[config.mk]
export PLATFORM = sky130hd
export DESIGN_NAME = inst_mem_loader
export DESIGN_NICKNAME = d
export VERILOG_FILES = /design/src/rtl/inst_mem_loader.sv
export SDC_FILE = /design/constraint.sdc
export NUM_CORES = 1
export LEC_CHECK = 0
export CORE_MARGIN = 2
export CORE_UTILIZATION = 45
export CTS_BUF_LIST = sky130_fd_sc_hd__clkbuf_16
export DETAILED_ROUTE_END_ITERATION = 8
export PLACE_DENSITY_LB_ADDON = 0.15
export SYNTH_ARGS = -nofsm -noshare
export SYNTH_HDL_FRONTEND = slang
export SYNTH_SLANG_ARGS = --single-unit
[constraint.sdc]
create_clock -name clock -period 2.7 [get_ports clock]
set_input_delay 0.27 -clock clock [delete_from_list [all_inputs] [get_ports clock]]
set_output_delay 0.27 -clock clock [all_outputs]
set_load 0.05 [all_outputs]
[src/rtl/inst_mem_loader.sv]
// Program loader: assembles a little-endian byte stream into 32-bit words and
// writes them to instruction memory, then hands the memory address port back to the core.
module inst_mem_loader #(
  parameter int XLEN      = 32,
  parameter int ILEN      = 32,
  parameter int MEM_WORDS = 256
) (
  input  logic            clock,
  input  logic            reset,
  input  logic            start,
  input  logic [8:0]      length,
  input  logic            byte_valid,
  input  logic [7:0]      byte_data,
  output logic            byte_ready,
  input  logic [XLEN-1:0] core_pc,
  output logic [XLEN-1:0] mem_addr,
  output logic [ILEN-1:0] mem_wdata,
  output logic            mem_write_en,
  output logic            busy,
  output logic            done,
  output logic            error,
  output logic [1:0]      fsm_state
);

  typedef enum logic [1:0] {
    S_IDLE  = 2'd0,
    S_LOAD  = 2'd1,
    S_WRITE = 2'd2,
    S_DONE  = 2'd3
  } state_t;

  localparam logic [9:0] MAX_LEN = 10'(MEM_WORDS);

  // Byte handshake: a byte moves only in a cycle where byte_valid && byte_ready;
  // byte_ready is a pure state decode, so the source may hold or drop byte_valid freely.

  state_t      state;
  state_t      state_next;
  logic [8:0]  word_cnt;
  logic [1:0]  byte_cnt;
  logic [31:0] asm_reg;
  logic [8:0]  len_q;
  logic        error_q;
  logic        len_ok;
  logic        last_word;

  assign len_ok    = (length != 9'd0) && ({1'b0, length} <= MAX_LEN);
  assign last_word = (({1'b0, word_cnt} + 10'd1) == {1'b0, len_q});

  always_ff @(posedge clock or posedge reset) begin
    if (reset) begin
      state <= S_IDLE;
    end else begin
      state <= state_next;
    end
  end

  always_comb begin
    state_next = state;
    case (state)
      S_IDLE:  if (start && len_ok) state_next = S_LOAD;
      S_LOAD:  if (byte_valid && (byte_cnt == 2'd3)) state_next = S_WRITE;
      S_WRITE: state_next = last_word ? S_DONE : S_LOAD;
      S_DONE:  state_next = S_IDLE;
      default: state_next = S_IDLE;
    endcase
  end

  always_ff @(posedge clock or posedge reset) begin
    if (reset) begin
      word_cnt <= '0;
      byte_cnt <= '0;
      asm_reg  <= '0;
      len_q    <= '0;
      error_q  <= 1'b0;
    end else begin
      case (state)
        S_IDLE: begin
          if (start) begin
            if (len_ok) begin
              len_q    <= length;
              word_cnt <= '0;
              byte_cnt <= '0;
              asm_reg  <= '0;
              error_q  <= 1'b0;
            end else begin
              error_q  <= 1'b1;
            end
          end
        end
        S_LOAD: begin
          if (byte_valid) begin
            asm_reg[8*byte_cnt +: 8] <= byte_data;
            byte_cnt                 <= byte_cnt + 2'd1;
          end
        end
        S_WRITE: begin
          if (!last_word) word_cnt <= word_cnt + 9'd1;
        end
        default: ;
      endcase
    end
  end

  // The core_pc path is only selected outside LOAD/WRITE, so the core never sees its own
  // fetch address on the memory port while a load owns it.
  always_comb begin
    mem_addr     = core_pc;
    mem_wdata    = '0;
    mem_write_en = 1'b0;
    byte_ready   = 1'b0;
    busy         = 1'b0;
    done         = 1'b0;
    case (state)
      S_LOAD: begin
        mem_addr   = XLEN'({word_cnt, 2'b00});
        byte_ready = 1'b1;
        busy       = 1'b1;
      end
      S_WRITE: begin
        mem_addr     = XLEN'({word_cnt, 2'b00});
        mem_wdata    = ILEN'(asm_reg);
        mem_write_en = 1'b1;
        busy         = 1'b1;
      end
      S_DONE:  done = 1'b1;
      default: ;
    endcase
  end

  assign error     = error_q;
  assign fsm_state = state;

endmodule

# Word level (Yosys, flattened, before mapping)
# Cells that the tools add are included.
# word_totals
mem_bits_rw	0
latchBits	0
romBits	0
n_memories	0
out_inout_bits	71
reg_bits	55
input_bits	53
# op_classes
multipliers	0
shift	2
bitwise_logic	0
n_eq_ne	11
magnitude_cmp	1
add_sub_neg	4
div_mod_pow	0
reduce_logical	13
mux	24
# ops
op	n
32-bit two-way mux	5
32-bit case mux with 2 select lines	1
5-bit negator with 34-bit output	1
8-bit by 34-bit variable shift with 32-bit output (first input constant)	1
8-bit by 34-bit variable part select with 32-bit output	1
32-bit bitwise mux	1
9-bit two-way mux	3
9-bit case mux with 2 select lines	1
2-bit two-way mux	6
2-bit != test (second input constant)	6
9-bit by 1-bit adder with 10-bit output (second input constant)	1
10-bit by 9-bit == test with 1-bit output	1
9-bit by 1-bit adder with 9-bit output (second input constant)	1
9-bit <= comparator (second input constant)	1
9-bit nonzero test	1
2-bit case mux with 4 select lines	1
4-bit AND reduction	2
2-bit == test (second input constant)	3
1-bit two-way mux	5
2-bit case mux with 2 select lines	1
2-bit AND reduction	2
2-bit nonzero test	2
1-bit logical AND	3
3-bit AND reduction	1
4 further kinds	4

# Longest topological paths before layout
# Gate-level depths: netlist of the first run.
# logic_depth
word_depth	5
depth_mapped	8

# Worst setup path after synthesis of the first run
# No wires, ideal clock.
# synth_path
path_kind	register to register
start	reg state[0], in the netlist fsm_state[0]
end	reg asm_reg[24]
n_path_buf	1
setup_ns	0.079
period_less_slack_ns	2.930
setup_slack_ns	-0.230
t_required_ns	2.621
t_arrival_ns	2.851
path_stages_with_launch	7
path_cell_list	dfrtp_1 -> ha_1 -> buf_2 -> nor2b_1 -> nor4b_1 -> nand2_1 -> mux2i_1
# synth_between
elab_chain_cells	3
# synth_lines
element	line_no	rtl
start, declared	37	state_t state;
start signal, assigned	54	state <= state_next;
2-bit by 1-bit == test with 1-bit output or 2-bit zero test (tied branches)	77	case (state)
2-bit != test (no source line) or 2-bit nonzero test (tied branches)	n/a	
4-bit AND reduction (no source line)	n/a	
end signal, assigned by index	93	asm_reg[8*byte_cnt +: 8] <= byte_data;
end, declared	41	logic [31:0] asm_reg;
# Parallel ways exist; a longest one is shown, timed or not.
# A chain may end at the register's enable or synchronous reset.

# Worst setup path in the final report of the first run
# layout_path
start	reg word_cnt[1]
end	reg word_cnt[0]
# layout_between
elab_chain_cells	4
# layout_lines
element	line_no	rtl
start, declared	39	logic [8:0] word_cnt;
start signal, assigned	98	if (!last_word) word_cnt <= word_cnt + 9'd1;
9-bit by 1-bit adder with 10-bit output	48	assign last_word = (({1'b0, word_cnt} + 10'd1) == {1'b0, len_q});
10-bit by 9-bit == test with 1-bit output	48	
2-bit != test (no source line)	n/a	
4-bit AND reduction (no source line)	n/a	
# Every way passes these cells.

==> reports/summary.txt, run 1 <==
Post-synthesis cell type count: 44
Worst Setup End Kind: register
Pleak: 2.23 nW
Worst slew pin tran: 703 ps
DRT Pass-1 Iters: 4
Largest net degree at the start of global routing: 56
Post-layout min period: 2410 ps
Buffers from clock root to sink, at most: 2
WP data required: 2870 ps
Dpl ws: 2.76 ps
Post-route setup slack: 285 ps
R2R cell count: 7
Vias in the first global route: 3279
P per Cell Area: 1080 nW/µm²
# Post-CTS Setup Buffers: 0
Worst skew pair latency: 290 ps
Port-buffer cells: 123
Internal power: 0.00280 W
Final non-filler cell total: 615
Mapped cell area: 3450 µm²
Synth Warn #: 0
Commonest non-fill, non-tap cells in the layout: clkdlybuf4s50_1 (58), dfrtp_1 (55), nand2_1 (53), inv_1 (49), buf_4 (48)
Min-delay worst type: in -> async
Sequential element share of the synthesized area: 39.9%
CTS tree: yes
Routability cong.: 0.854
Slew Limit Fails: 0
Cell row count: 31
Final setup fails: 0
Final Routed Wirelength: 9360 µm
First-pass GRT wire length: 15600 µm
Power, Total: 0.00572 W
Placed insts: 608
Clk pwr share: 12.3%
CTS clk-pin slew, worst paths: 60 ps
Ports: 124
Commonest non-fill, non-tap cell in the layout: clkdlybuf4s50_1
DRC violations left: 0
Ys async rst share: 100%
Initial Utilization: 47.1%
# hold bufs at CTS: 0
H-tree depth: 2
Synth-to-Final Area Change: 53.7%
Post-route ant nets: 0
Sw Pwr: 0.00292 W
Die ar.: 8380 µm²
CTS buffer count: 5
Initial antenna violation count: 0
Die Wd: 91.6 µm
R2R Setup Slk: 290 ps
Dpl hpwl: 7320 µm
Starting DRT DRC Count: 158
Status: complete, no violations
Clk root buf: clkbuf_16
Setup TNS Final: 0 ps
Wire per inst: 15.2 µm
Ant diodes: 0
Post-synth EDFFs: 0
DR vias: 3190
Max FFs per register: 32
Worst vdd ir: 0.863 mV
Critical-path top delay cell: or4_4
Chip Height: 91.6 µm
Final Hold Viols: 0
Fillers: 540
Syn_area_per_cell: 9.03 µm²
Switching share of power: 51.0%
Critical Path Start Type: register
Max frequency: 414 MHz
Reg-to-reg startpoint: word_cnt[1]$_DFFE_PP0P_
Combinational Power Share: 67.7%
Share of layout cells above drive strength 1: 21.3%
RSZ-0062 raised after global routing: false
Total Routing Usage GR: 23.2%
Overflow after GRT: 0
CP peak stage delay: 500 ps
Post_cts resized: 0
DR vias/cell: 5.19
Worst R2R End: word_cnt[0]$_DFFE_PP0P_
Core Box Area: 7330 µm²
CP arrival: 2580 ps
Period utilization: 89.4%
Crit-path max FO: 5
Nets: 579
Mapped Cells: 382
Worst rel slew slack: 53.1%
Crit Path Class: reg -> reg
Clock Sinks: 55
Seq cells post-synth: 55
Worst path cell trace: ha_1 > and3_1 > nand2_1 > or4_4 > a32oi_4 > o2bb2ai_4 > mux2_1
Post-Syn Nets: 445
Reported max-cap violation count: 0
Seq pwr share: 20.0%
Most used DFF post-synth: dfrtp_1
Worst Clk Skew: 4.25 ps
## routing by layer
metal  track usage [%]  share of wire, %
met5                 0                 0
met4              6.82               1.8
met3              5.48               6.6
met2              39.2                48
met1              29.6                43
## power by group through the flow
stage | registers [W] | logic (W) | clock network, W
global route | 0.00117 | 0.00411 | 0.000753
detailed placement | 0.00116 | 0.00388 | 0
finish | 0.00115 | 0.00388 | 0.000703
floorplan | 0.00120 | 0.00264 | 0
CTS | 0.00114 | 0.00390 | 0.000715
global placement | 0.00115 | 0.00382 | 0
## Yosys cell counts, types with 4 or more instances
library cell | count | area share, %
o21ai_1 | 4 | 0.58
mux2_2 | 9 | 2.9
xnor2_1 | 5 | 1.3
mux2_1 | 10 | 3.3
nand2_1 | 53 | 5.8
o21ai_0 | 8 | 1.2
nor3_1 | 6 | 0.87
nand3_1 | 6 | 0.87
nor2b_1 | 28 | 5.1
dfrtp_1 | 55 | 40
inv_1 | 49 | 5.3
a21oi_1 | 11 | 1.6
nor2_1 | 35 | 3.8
or3_1 | 4 | 0.73
mux2i_1 | 34 | 9.9
o22ai_1 | 6 | 1.1
clkbuf_1 | 8 | 0.87
ha_1 | 10 | 3.6
## cell families after synthesis
family	synth area share [%]
XOR/XNOR	1.78
flip-flops	39.9
AO/OA/AOI/OAI	10.1
buffers and inverters	7.18
adder cells (fa/ha/maj)	3.63
AND/OR/NAND/NOR	21.4
multiplexers	16.1
## layout make-up
class,instances,area [µm²],share of cell area (%)
flip-flops and latches,55,1380,26.0
repair buffers,140,1620,30.6
well taps,99,124,2.34
inverters,50,188,3.54
clock inverters,2,33.8,0.637
clock buffers,5,125,2.36
multi-input cells,264,1830,34.6
## critical path, delay by kind of cell (launching register included)
| kind | cells | cell delay (ps) |
|---|---|---|
| AOI/OAI and AO/OA | 2 | 390 |
| and+or+nand+nor | 3 | 830 |
| adders and majority gates | 1 | 280 |
| DFF | 1 | 450 |
| muxes | 1 | 340 |
## through the flow
step | hold slack, ps | cell area [µm²] | util [%]
6_report | 478 | 5300 | 72.3
5_1_grt | 533 | 5300 | 72.3
4_1_cts | 516 | 5300 | 72.3
3_5_place_dp | 508 | 5140 | 70.2
3_3_place_gp | 497 | 5140 | 70.2
2_1_floorplan | 405 | 3460 | -
## how the worst max path moves through the flow
stage	from	endpoint	slack, ps	cells after the start
floorplan	fsm_state[1]$_DFFE_PP0P_	mem_wdata[10]	-90	5
global placement	length[0]	asm_reg[12]$_DFFE_PP0P_	80	8
detailed placement	length[1]	asm_reg[16]$_DFFE_PP0P_	3	8
CTS	length[1]	asm_reg[18]$_DFFE_PP0P_	300	8
global route	word_cnt[1]$_DFFE_PP0P_	word_cnt[1]$_DFFE_PP0P_	160	8
finish	word_cnt[1]$_DFFE_PP0P_	word_cnt[0]$_DFFE_PP0P_	290	7
(Power assumes the default switching activity.)
==> run 2: changes to the inputs <==
- GPL_TIMING_DRIVEN: not set -> 0
- SLEW_MARGIN: not set -> 0
==> run 2 against run 1 <==
  * Sequential share of layout area grew 2.4 points
  * Setup slack worse by 160 ps
  * Flip-flop and latch count is the same
  * Global-route usage fell by 0.99 points
  * Routed wire length down 2.8%
  * Core utilization down 6.1 points
  * Clock power rose by 5.5%
  * Final cell count down 0.16%
  * Largest power group unchanged
  * Highest routed layer unchanged
==> reports/summary.txt, run 2 (synthesized netlist as in run 1, its figures left out) <==
Final Routed Wirelength: 9100 µm
DR vias/cell: 5.06
CTS buffer count: 5
RSZ-0062 raised after global routing: false
Fin util: 66.2%
Port-buffer cells: 123
Clk root buf: clkbuf_16
Post-route ant nets: 0
Dpl ws: -144 ps
Routability cong.: 0.908
Final setup fails: 0
Final Hold Viols: 0
Synth-to-Final Area Change: 40.7%
Vias in the first global route: 3231
Ports: 124
Period utilization: 95.2%
Buffers from clock root to sink, at most: 2
P per Cell Area: 1140 nW/µm²
Initial Utilization: 47.1%
Die ar.: 8380 µm²
Die Wd: 91.6 µm
Reported max-cap violation count: 0
H-tree depth: 2
Commonest non-fill, non-tap cells in the layout: clkdlybuf4s50_1 (59), dfrtp_1 (54), nand2_1 (53), inv_1 (48), nor2_1 (35)
Worst rel slew slack: 39.1%
# hold bufs at CTS: 0
Max frequency: 389 MHz
Worst skew pair latency: 300 ps
Worst slew pin tran: 907 ps
Setup TNS Final: 0 ps
Ant diodes: 0
Starting DRT DRC Count: 145
Min-delay worst type: in -> async
Clock Sinks: 55
Critical Path Start Type: register
Initial antenna violation count: 0
Largest net degree at the start of global routing: 40
Core Box Area: 7330 µm²
Overflow after GRT: 0
Pleak: 2.18 nW
CTS tree: yes
Crit-path max FO: 9
Share of layout cells above drive strength 1: 14.6%
Fillers: 613
Total Routing Usage GR: 22.3%
Commonest non-fill, non-tap cell in the layout: clkdlybuf4s50_1
Crit Path Class: reg -> reg
Dpl hpwl: 6950 µm
Post-layout min period: 2570 ps
DRT Pass-1 Iters: 4
Wire per inst: 14.8 µm
Chip Height: 91.6 µm
Nets: 577
DR vias: 3107
First-pass GRT wire length: 15000 µm
Slew Limit Fails: 0
Worst vdd ir: 0.656 mV
Max FFs per register: 32
Cell row count: 31
DRC violations left: 0
Worst Setup End Kind: register
CP arrival: 2750 ps
Worst Clk Skew: 6.29 ps
Post-route setup slack: 130 ps
CTS clk-pin slew, worst paths: 70 ps
WP data required: 2880 ps
Status: complete, no violations
[run 2: cell types whose count changed in the layout (fill, tap and decap cells not counted), moves of 2 or more]
cell,before,now
buf_4,48,4
buf_12,34,1
clkbuf_2,0,33
dlygate4sd2_1,0,31
buf_2,0,3
clkbuf_1,0,3
dlymetal6s2s_1,0,3
nor3_1,6,4
nor3_2,0,2
[run 2: worst paths after layout]
check,start,end,slack (ps),cells after the start
worst max-delay path,word_cnt[1]$_DFFE_PP0P_,word_cnt[0]$_DFFE_PP0P_,130,8
worst min-delay path,reset,fsm_state[1]$_DFFE_PP0P_,280,2
worst max register to register,word_cnt[1]$_DFFE_PP0P_,word_cnt[0]$_DFFE_PP0P_,130,8
worst min register to register,len_q[5]$_DFFE_PP0P_,len_q[5]$_DFFE_PP0P_,510,1
max in group asynchronous,reset,word_cnt[7]$_DFFE_PP0P_,1880,3
min in group clock,len_q[5]$_DFFE_PP0P_,len_q[5]$_DFFE_PP0P_,510,1
[run 2: worst max-delay path, stage by stage, from the launching register on]
cell and delay (ps):
dfrtp_1 450, ha_1 260, and3_1 170, buf_4 150, nand2_1 80, or4_4 500
a32oi_4 270, o2bb2ai_4 220, mux2_1 350
[run 2: layout make-up]
class | count | area [µm²] | share of cell area (%)
Multi-Input combinational cell | 264 | 1850 | 38.1
Sequential cell | 55 | 1380 | 28.4
Timing Repair Buffer | 126 | 1080 | 22.4
Inverter | 50 | 188 | 3.87
Clock buffer | 5 | 125 | 2.58
Tap cell | 99 | 124 | 2.55
Buffer | 12 | 63.8 | 1.32
Clock inverter | 3 | 42.5 | 0.877
[run 2: timing repair]
action                                  in CTS  in global routing
cloned                                       0                  0
endpoints found under the setup margin      63                 57
gates resized for setup                     65                 69
buffers inserted                             1                  1
pin swaps                                    1                  1
[run 2: through the flow]
stage	total power, W	instance area (µm²)	hold WS, ps	std cells
after CTS	0.00554	4930	285	613
final	0.00551	4850	275	614
after detailed placement	0.00495	4830	496	605
after global routing	0.00581	4850	310	614
after floorplan	0.00384	3460	405	382
after global placement	0.00487	4810	489	604
[run 2: where the power goes]
part	internal (W)	switching, W	total [W]	leakage, nW
logic	0.00116	0.00246	0.00362	1.36
registers	0.000998	0.000149	0.00115	0.738
clock network	0.000438	0.000304	0.000742	0.0818
total	0.00260	0.00291	0.00551	2.18
[run 2: per-layer routing]
metal,wire [µm],GRT usage [%],vias to the layer above
li1,-,-,1520
met1,4000,28.7,1453
met2,4230,36.6,120
met3,726,6.31,14
met4,142,6.06,0
met5,0,0,-
